==> config.mk <==
export PLATFORM = sky130hd
export DESIGN_NAME = rd_addr_gen_flat
export DESIGN_NICKNAME = d
export VERILOG_FILES = /design/src/rtl/rd_addr_gen_if.sv /design/src/rtl/rd_addr_gen.sv /design/src/flat_wrapper.sv
export SDC_FILE = /design/constraint.sdc
export NUM_CORES = 1
export LEC_CHECK = 0
export BUFFER_PORTS_ARGS = -buffer_cell sky130_fd_sc_hd__buf_2
export CORE_AREA = 2 2 79 81
export CTS_BUF_LIST = sky130_fd_sc_hd__clkbuf_16
export CTS_CLUSTER_SIZE = 24
export DETAILED_ROUTE_END_ITERATION = 7
export DIE_AREA = 0 0 81 83
export GPL_TIMING_DRIVEN = 0
export PLACE_DENSITY = 0.75
export RECOVER_POWER = 50
export SKIP_LAST_GASP = 1
export SLEW_MARGIN = 30
export SYNTH_ARGS = -nofsm -noshare
export SYNTH_HDL_FRONTEND = slang
export SYNTH_SLANG_ARGS = --single-unit
==> constraint.sdc <==
create_clock -name sys_clk -period 2.6 [get_ports sys_clk]
set_input_delay 0.52 -clock sys_clk [delete_from_list [all_inputs] [get_ports sys_clk]]
set_output_delay 0.52 -clock sys_clk [all_outputs]
set_load 0.05 [all_outputs]
==> src/rtl/rd_addr_gen_if.sv <==
// Bus bundle for the frame-buffer read address generator: frame trigger,
// burst-address handshake, returning beat strobe and status flags.
interface rd_addr_gen_if;
    logic        frame_start;
    logic [31:0] addr;
    logic        addr_valid;
    logic        addr_ready;
    logic        data_valid;
    logic [2:0]  outstanding;
    logic        busy;
    logic        frame_done;
    logic        overrun;

    // Generator side: drives the addresses and status.
    modport master (
        input  frame_start,
        input  addr_ready,
        input  data_valid,
        output addr,
        output addr_valid,
        output outstanding,
        output busy,
        output frame_done,
        output overrun
    );

    // Timing logic / memory side: triggers frames, accepts addresses, returns beats.
    modport slave (
        output frame_start,
        output addr_ready,
        output data_valid,
        input  addr,
        input  addr_valid,
        input  outstanding,
        input  busy,
        input  frame_done,
        input  overrun
    );
endinterface

==> src/rtl/rd_addr_gen.sv <==
// Read-side frame buffer address generator. Walks the frame region in burst
// steps, issues burst addresses over valid/ready, limits bursts in flight and
// retires them by counting returning data beats.
module rd_addr_gen #(
    parameter logic [31:0] BASE_ADDR       = 32'h0F80_0000,
    parameter logic [31:0] FRAME_BYTES     = 32'h1A00_0000,
    parameter int unsigned BURST_BYTES     = 128,
    parameter int unsigned BURST_BEATS     = 16,
    parameter int unsigned MAX_OUTSTANDING = 4
) (
    input  logic          sys_clk,
    input  logic          sys_rst_n,
    rd_addr_gen_if.master bus
);

    localparam int unsigned     BEAT_W    = (BURST_BEATS > 1) ? $clog2(BURST_BEATS) : 1;
    localparam logic [BEAT_W-1:0] LAST_BEAT = BEAT_W'(BURST_BEATS - 1);
    localparam logic [32:0]     BURST_INC = 33'(BURST_BYTES);
    localparam logic [32:0]     FRAME_END = {1'b0, FRAME_BYTES};
    localparam logic [2:0]      MAX_OUT   = 3'(MAX_OUTSTANDING);

    typedef enum logic [1:0] {
        IDLE  = 2'd0,
        ISSUE = 2'd1,
        DRAIN = 2'd2
    } state_t;

    state_t            state_q, state_d;
    logic [31:0]       offset_q, offset_d;
    logic [31:0]       addr_q, addr_d;
    logic              addr_valid_q, addr_valid_d;
    logic [2:0]        outstanding_q, outstanding_d;
    logic [BEAT_W-1:0] beat_cnt_q, beat_cnt_d;
    logic              frame_done_q, frame_done_d;
    logic              overrun_q, overrun_d;

    logic              handshake;
    logic              retire;
    logic [32:0]       offset_next;

    // State and datapath registers; reset abandons any frame in progress.
    always_ff @(posedge sys_clk or negedge sys_rst_n) begin
        if (!sys_rst_n) begin
            state_q       <= IDLE;
            offset_q      <= '0;
            addr_q        <= BASE_ADDR;
            addr_valid_q  <= 1'b0;
            outstanding_q <= '0;
            beat_cnt_q    <= '0;
            frame_done_q  <= 1'b0;
            overrun_q     <= 1'b0;
        end else begin
            state_q       <= state_d;
            offset_q      <= offset_d;
            addr_q        <= addr_d;
            addr_valid_q  <= addr_valid_d;
            outstanding_q <= outstanding_d;
            beat_cnt_q    <= beat_cnt_d;
            frame_done_q  <= frame_done_d;
            overrun_q     <= overrun_d;
        end
    end

    // Beat accounting, in-flight count and frame walk state machine.
    always_comb begin
        state_d      = state_q;
        offset_d     = offset_q;
        addr_d       = addr_q;
        addr_valid_d = addr_valid_q;
        beat_cnt_d   = beat_cnt_q;
        frame_done_d = 1'b0;
        overrun_d    = overrun_q;
        retire       = 1'b0;

        handshake   = addr_valid_q && bus.addr_ready;
        // 33-bit sum so a frame ending at the top of the space cannot wrap.
        offset_next = {1'b0, offset_q} + BURST_INC;

        // Beats with nothing in flight are strays and are dropped.
        if (bus.data_valid && (outstanding_q != 3'd0)) begin
            if (beat_cnt_q == LAST_BEAT) begin
                beat_cnt_d = '0;
                retire     = 1'b1;
            end else begin
                beat_cnt_d = beat_cnt_q + 1'b1;
            end
        end

        outstanding_d = outstanding_q;
        if (handshake && !retire) begin
            outstanding_d = outstanding_q + 3'd1;
        end else if (!handshake && retire) begin
            outstanding_d = outstanding_q - 3'd1;
        end

        case (state_q)
            IDLE: begin
                addr_valid_d = 1'b0;
                if (bus.frame_start) begin
                    state_d      = ISSUE;
                    offset_d     = '0;
                    addr_d       = BASE_ADDR;
                    addr_valid_d = (outstanding_d < MAX_OUT);
                    overrun_d    = 1'b0;
                end
            end
            ISSUE: begin
                if (bus.frame_start) begin
                    overrun_d = 1'b1;
                end
                if (handshake && (offset_next >= FRAME_END)) begin
                    state_d      = DRAIN;
                    addr_valid_d = 1'b0;
                end else begin
                    if (handshake) begin
                        offset_d = offset_next[31:0];
                        addr_d   = BASE_ADDR + offset_next[31:0];
                    end
                    // A held request never sees its count rise, so it stays up.
                    addr_valid_d = (outstanding_d < MAX_OUT);
                end
            end
            DRAIN: begin
                addr_valid_d = 1'b0;
                if (bus.frame_start) begin
                    overrun_d = 1'b1;
                end
                if (retire && (outstanding_q == 3'd1)) begin
                    state_d      = IDLE;
                    frame_done_d = 1'b1;
                end
            end
            default: begin
                state_d      = IDLE;
                addr_valid_d = 1'b0;
            end
        endcase
    end

    assign bus.addr        = addr_q;
    assign bus.addr_valid  = addr_valid_q;
    assign bus.outstanding = outstanding_q;
    assign bus.busy        = (state_q != IDLE);
    assign bus.frame_done  = frame_done_q;
    assign bus.overrun     = overrun_q;

endmodule

==> src/flat_wrapper.sv <==
// flat-port wrapper written by rule: the top's interface ports become plain ports
module rd_addr_gen_flat 
#(
    parameter logic [31:0] BASE_ADDR       = 32'h0F80_0000,
    parameter logic [31:0] FRAME_BYTES     = 32'h1A00_0000,
    parameter int unsigned BURST_BYTES     = 128,
    parameter int unsigned BURST_BEATS     = 16,
    parameter int unsigned MAX_OUTSTANDING = 4
)
  (sys_clk, sys_rst_n, bus_frame_start, bus_addr_ready, bus_data_valid, bus_addr, bus_addr_valid, bus_outstanding, bus_busy, bus_frame_done, bus_overrun);
  rd_addr_gen_if bus_i ();
  input  logic sys_clk;
  input  logic sys_rst_n;
  input wire logic [$bits(bus_i.frame_start)-1:0] bus_frame_start;
  input wire logic [$bits(bus_i.addr_ready)-1:0] bus_addr_ready;
  input wire logic [$bits(bus_i.data_valid)-1:0] bus_data_valid;
  output wire logic [$bits(bus_i.addr)-1:0] bus_addr;
  output wire logic [$bits(bus_i.addr_valid)-1:0] bus_addr_valid;
  output wire logic [$bits(bus_i.outstanding)-1:0] bus_outstanding;
  output wire logic [$bits(bus_i.busy)-1:0] bus_busy;
  output wire logic [$bits(bus_i.frame_done)-1:0] bus_frame_done;
  output wire logic [$bits(bus_i.overrun)-1:0] bus_overrun;
  assign bus_i.frame_start = bus_frame_start;
  assign bus_i.addr_ready = bus_addr_ready;
  assign bus_i.data_valid = bus_data_valid;
  assign bus_addr = bus_i.addr;
  assign bus_addr_valid = bus_i.addr_valid;
  assign bus_outstanding = bus_i.outstanding;
  assign bus_busy = bus_i.busy;
  assign bus_frame_done = bus_i.frame_done;
  assign bus_overrun = bus_i.overrun;
  rd_addr_gen #(.BASE_ADDR(BASE_ADDR), .FRAME_BYTES(FRAME_BYTES), .BURST_BYTES(BURST_BYTES), .BURST_BEATS(BURST_BEATS), .MAX_OUTSTANDING(MAX_OUTSTANDING)) u_core (.sys_clk(sys_clk), .sys_rst_n(sys_rst_n), .bus(bus_i));
endmodule
==> flow_summary.ini, run 1 <==
[final_layout]
diodes = 0
final-instance-count-excl-fill = 486
fin_nets = 427
fin_area_um2 = 4010
drive_gt1_share_pct = 42.1
area_delta_synth_final_pct = 35.8

[detailed_routing]
drtAntennaViolNets = 0
wl_mm = 8.52
avgRoutedWirePerCell_um = 17.5
viasPerCell = 6.05
vias = 2938
drc = 0
drt_iter0_drc = 332
drtPass1Iterations = 5

[synth]
syn_area_um2 = 2950
synth_cell_types = 58
syn_area_per_cell_um2 = 9.03
ys.flop_type = dfrtp_1
async_flop_share_pct = 100
yosysSeqAreaShare_pct = 39.2
synth_edf_count = 0
ys_ff_latch = 46
yosysWarnings = 0
netlist_instances = 327

[setup_path]
crit_arrival_ps = 2860
crit_path_end_kind = flip-flop
r2r_setup_slack_ps = -80
crit_required_ps = 2780
crit_top_cell = buf_6
slowest_delay_ps = 650
cp.depth = 9
crit_end = u_core.bus.addr[9]$_DFFE_PN0P_
crit_family = simple AND/OR/NAND/NOR gates
critical_path_buf_inv_count = 2
reg2reg_from = u_core.bus.addr[21]$_DFFE_PN0P_
crit_start = u_core.bus.addr[21]$_DFFE_PN0P_
slowest_stage = or4_4
reg2reg_to = u_core.bus.addr[9]$_DFFE_PN0P_
crit_fanout = 8
path_cells = nand4_1 > or4_4 > o21ai_2 > nand4bb_4 > a211oi_4 > buf_6 > buf_6 > a21oi_2 > a211o_1
worstSetupPathType = flip-flop to flip-flop
reg2reg_depth = 9
start_kind = flip-flop

[placement]
port_buffers = 36
place_area_um2 = 3300
dp.cells = 444
place.gp.congestion = 0.862
hpwl_mm = 4.84

[grt]
overflow = 0
grt_pass1_vias = 2611
grt_use_total_pct = 23.6
grt_pass1_wl_mm = 12.6
grt_max_degree = 47
antenna_found_initial = 0

[timing]
slew_viol_final = 0
worst_slack_ps = -84.1
rsz0062_at_grt = true
finalCritPeriodShare_pct = 103
fin_crit_ps = 2680
fin_skew_ps = 6.30
finalSetupViolCount = 23
worst_slew_pin_slew_ps = 1200
setup_tns_ps = -1070
slew-limit-headroom_pct = 20.1
hold_violations = 0
hold-worst-slack_ps = 464
fmax_mhz = 373

[floorplanning]
die_w_um = 81
initial_core_util_pct = 50.8
fp.coreArea_um2 = 5820
pin_count = 44
rows = 28
die-area_um2 = 6720
die_h_um = 83

[flow_run]
cap_viol_max_count = 0

[clocking]
path_clk_slew_ps = 70
cts_hold_buf = 0
cts.sinks = 46
insertion_delay_ps = 300
cts_tree = done
htreeDepth = 2
cts_made_buffers = 5
cts_buffer_depth = 2
clockRootBuffer = clkbuf_16

[outcome]
status = finished with violations
violations = setup timing

[power_and_ir_drop]
finalPower_uw = 4320
irDropWorstVdd_mv = 0.595
p_leak_uw = 0.00182
power_per_cell_area_nw_per_um2 = 1080

[worst_hold_path]
hold_class = primary input to asynchronous set/reset pin
## cells by family (layout without fill, tap and decap cells)
family | after synthesis | after routing | synth area share [%]
adders and majority gates | 12 | 12 | 5.08
other | 1 | 7 | 0.127
xor gates and xnor gates | 9 | 9 | 2.67
buffers and inverters | 54 | 131 | 10.6
AOI/OAI and AO/OA | 74 | 75 | 18.7
and+or+nand+nor | 130 | 130 | 23.3
muxes | 1 | 1 | 0.381
DFF | 46 | 46 | 39.2
## cell usage in the layout, fill, tap and decap left out, types with 7 or more instances in the layout
cell type	synthesis	routed
buf_4	24	59
buf_2	3	35
nand2_1	34	31
dfrtp_1	41	29
nor2_1	23	23
inv_1	15	15
dfrtp_2	0	12
nand3_1	14	11
nor3_1	13	10
ha_1	12	10
nand4_1	9	9
a21oi_1	10	8
a31o_1	7	7
and2_1	7	7
conb_1	1	7
## state kept, by name, indices dropped and copies added (netlist names)
register                count
u_core.offset_q             9
u_core.state_q              2
u_core.bus.addr_valid       1
u_core.bus.overrun          1
u_core.bus.outstanding      3
u_core.bus.addr            25
u_core.beat_cnt_q           4
u_core.bus.frame_done       1
## synthesized netlist by cell type (6+ instances only)
cell	n	area [um^2]
a21oi_1	10	50.1
a22o_1	6	52.6
a31o_1	7	61.3
and2_1	7	43.8
and3_1	6	37.5
buf_4	24	180
clkbuf_1	7	26.3
dfrtp_1	41	1030
ha_1	12	150
inv_1	15	56.3
nand2_1	34	128
nand3_1	14	70.1
nand4_1	9	56.3
nor2_1	23	86.3
nor3_1	13	65.1
o21ai_0	7	35.0
xnor2_1	6	52.6
## per-layer routing
metal,vias up,wire length (um),track usage (%),share of wire (%)
li1,1330,-,-,-
met1,1388,3340,31.9,39
met2,182,4200,37.7,49
met3,38,715,4.89,8.4
met4,0,263,7.09,3.1
met5,-,0,0,0
## worst reg2reg max path, cell delays in order (launching register included)
cell and delay, ps:
dfrtp_2 480, nand4_1 120, or4_4 650, o21ai_2 260, nand4bb_4 150, a211oi_4 300, buf_6 190, buf_6 140
a21oi_2 60, a211o_1 220
## report_power, final
| part | switching [uW] | internal, uW | total [uW] |
|---|---|---|---|
| Clock | 290 | 357 | 647 |
| Sequential | 233 | 930 | 1160 |
| Combinational | 1600 | 910 | 2510 |
## per-stage QoR
stage	utilization [%]	setup WS (ps)
after floorplan	-	18.6
after global placement	56.7	-485
after detailed placement	56.7	-487
after CTS	63.1	-46.1
after global routing	69.0	-169
final	69.0	-84.1
## final cells by class
cell class                 instances  area [um^2]
clock inverter                     3         20.0
tap                               75         93.8
clock buffer                       5          125
multi-input combinational        234         1780
inverter                          16         61.3
timing repair buffer              73          479
buffer                            34          277
fill                             452         1810
sequential                        46         1170
## how the worst min path moves through the flow
stage / start / to / slack, ps / cells after the start
detailed placement: u_core.bus.addr[30]$_DFFE_PN0P_ / u_core.bus.addr[30]$_DFFE_PN0P_ / 470 / 1
finish: sys_rst_n / u_core.bus.addr[7]$_DFFE_PN0P_ / 460 / 1
global placement: u_core.bus.addr[30]$_DFFE_PN0P_ / u_core.bus.addr[30]$_DFFE_PN0P_ / 460 / 1
global route: u_core.bus.addr[30]$_DFFE_PN0P_ / u_core.bus.addr[30]$_DFFE_PN0P_ / 520 / 1
floorplan: sys_rst_n / u_core.beat_cnt_q[0]$_DFFE_PN0P_ / 220 / 0
CTS: sys_rst_n / u_core.offset_q[25]$_DFFE_PN0P_ / 270 / 1
## timing repair
| action | in CTS | in global routing |
|---|---|---|
| pin swaps | 15 | 18 |
| endpoints found under the hold margin | 0 | 0 |
| gates resized for setup | 32 | 40 |
| buffers inserted | 17 | 17 |
| cloned | 2 | 2 |
| setup endpoints to repair | 36 | 37 |
No activity file was read; power rests on OpenSTA's default activity.
==> inputs of run 2 (changes only) <==
- REMOVE_ABC_BUFFERS: not set -> 1
==> run 2 against run 1 <==
  * The flow still finishes with violations (setup timing)
  * Sequential cell count unchanged
  * Hold slack lost 6.3 ps
  * Via count is 4.3% lower
  * Non-clock buffer count decreased by 27
  * Critical path depth is the same
  * Sequential share of layout area increased by 0.87 points
  * Routed wire length fell by 3.4%
  * Clock skew shrank 1.5 ps
  * Core utilization down 1.9 points
  * Power down 2.8%
  * Global-route usage barely moved
  * Sequential power is 3% higher
  * Largest power group unchanged
==> flow_summary.ini, run 2 (synthesized netlist as in run 1, its figures left out) <==
[detailed_routing]
avgRoutedWirePerCell_um = 17.9
drtPass1Iterations = 6
drt-met1-wl_mm = 3.38
vias = 2813
wl_met2_mm = 4.06
wl_mm = 8.23
drtAntennaViolNets = 0
viasPerCell = 6.13
wl_met3_um = 537
drt_iter0_drc = 338
drc = 0
highest_layer = met4

[final_layout]
largest_register_ffs = 25
final-instance-count-excl-fill = 459
fin_nets = 400
diodes = 0
drive_gt1_share_pct = 40.6
area_delta_synth_final_pct = 32.2
final_common_cell = buf_2
final_cell_mix = buf_2, nand2_1, buf_4, dfrtp_1, nor2_1

[timing]
worst_slack_ps = -180
fmax_mhz = 360
finalSetupViolCount = 30
fin_crit_ps = 2780
slew-limit-headroom_pct = 21.9
fin_skew_ps = 4.84
slew_viol_final = 0
finalCritPeriodShare_pct = 107
setup_tns_ps = -2400
hold_violations = 0
rsz0062_at_grt = true
worst_slew_pin_slew_ps = 1170

[floorplanning]
pin_count = 44
die_h_um = 83
fp.coreArea_um2 = 5820
rows = 28
die-area_um2 = 6720
die_w_um = 81
initial_core_util_pct = 50.8

[outcome]
violations = setup timing
status = finished with violations

[power_and_ir_drop]
p_leak_uw = 0.00171
power_per_cell_area_nw_per_um2 = 1080
finalPower_uw = 4200
irDropWorstVdd_mv = 0.906

[clocking]
clockRootBuffer = clkbuf_16
htreeDepth = 2
cts_buffer_depth = 2
cts_made_buffers = 5
insertion_delay_ps = 290
cts.sinks = 46
path_clk_slew_ps = 70
cts_tree = done

[grt]
grt_use_total_pct = 23.6
grt_pass1_wl_mm = 12.7
grt_max_degree = 47
overflow = 0
antenna_found_initial = 0
grt_pass1_vias = 2588

[placement]
place.gp.congestion = 0.880
hpwl_mm = 4.45
place_ws_ps = -694
dp.cells = 408
port_buffers = 36

[setup_path]
start_kind = flip-flop
crit_path_end_kind = flip-flop
worstSetupPathType = flip-flop to flip-flop
crit_fanout = 9
reg2reg_from = u_core.bus.addr[15]$_DFFE_PN0P_
reg2reg_depth = 9
crit_arrival_ps = 3000
r2r_setup_slack_ps = -180
reg2reg_to = u_core.bus.addr[27]$_DFFE_PN1P_
crit_required_ps = 2820

[flow_run]
cap_viol_max_count = 0

[worst_hold_path]
hold_class = primary input to asynchronous set/reset pin
run 2: per-layer routing:
metal  vias up  GRT usage (%)
li1       1277              -
met1      1350           31.6
met2       157           39.1
met3        29           4.02
met4         0           6.32
met5         -              0
run 2: what timing repair did:
item / CTS / global route
hold buffers: 0 / 0
setup endpoints to repair: 37 / 37
gates cloned: 3 / 0
setup buffers: 31 / 11
resized for setup: 45 / 43
pin swaps: 30 / 23
run 2: how the worst max path moves through the flow:
stage                                    start                               to  slack (ps)  cells past startpoint
6_report       u_core.bus.addr[15]$_DFFE_PN0P_  u_core.bus.addr[27]$_DFFE_PN1P_        -180                      9
5_1_grt        u_core.bus.addr[22]$_DFFE_PN0P_  u_core.offset_q[26]$_DFFE_PN0P_        -220                      9
4_1_cts         u_core.bus.addr[8]$_DFFE_PN0P_  u_core.bus.addr[17]$_DFFE_PN0P_        -100                     11
3_5_place_dp    u_core.bus.addr[7]$_DFFE_PN0P_  u_core.bus.addr[28]$_DFFE_PN0P_        -690                      9
2_1_floorplan   u_core.bus.addr[7]$_DFFE_PN0P_  u_core.bus.addr[28]$_DFFE_PN0P_       -1470                      8
3_3_place_gp    u_core.bus.addr[7]$_DFFE_PN0P_  u_core.bus.addr[28]$_DFFE_PN0P_       -1960                      8
run 2: power breakdown:
part / leakage (uW) / total, uW / switching, uW / internal, uW
Clock: 0.0000842 / 741 / 285 / 455
Sequential: 0.000569 / 1200 / 271 / 931
Combinational: 0.00106 / 2250 / 1500 / 752
run 2: per-stage QoR:
stage,hold slack [ps],cell area (um^2),utilization (%)
after global placement,465,3000,51.5
after floorplan,224,2720,-
after global routing,505,3900,67.1
after CTS,256,3630,62.5
final,458,3900,67.1
after detailed placement,469,3030,52.2
run 2: worst max-delay path, cell delays in order (launching register included):
cell and delay (ps):
dfrtp_2 470, nand4_1 180, or4_4 680, o21ai_4 190
o2bb2a_4 190, a211oi_4 270, buf_6 170, buf_8 130
o21a_4 240, a2bb2oi_1 180
run 2: layout make-up:
cell class / instances / area, um^2
clock buffer: 5 / 125
clock inverter: 3 / 43.8
fill: 421 / 1910
inverter: 16 / 61.3
multi-input combinational: 234 / 1830
sequential: 46 / 1170
tap: 75 / 93.8
timing repair buffer: 80 / 576
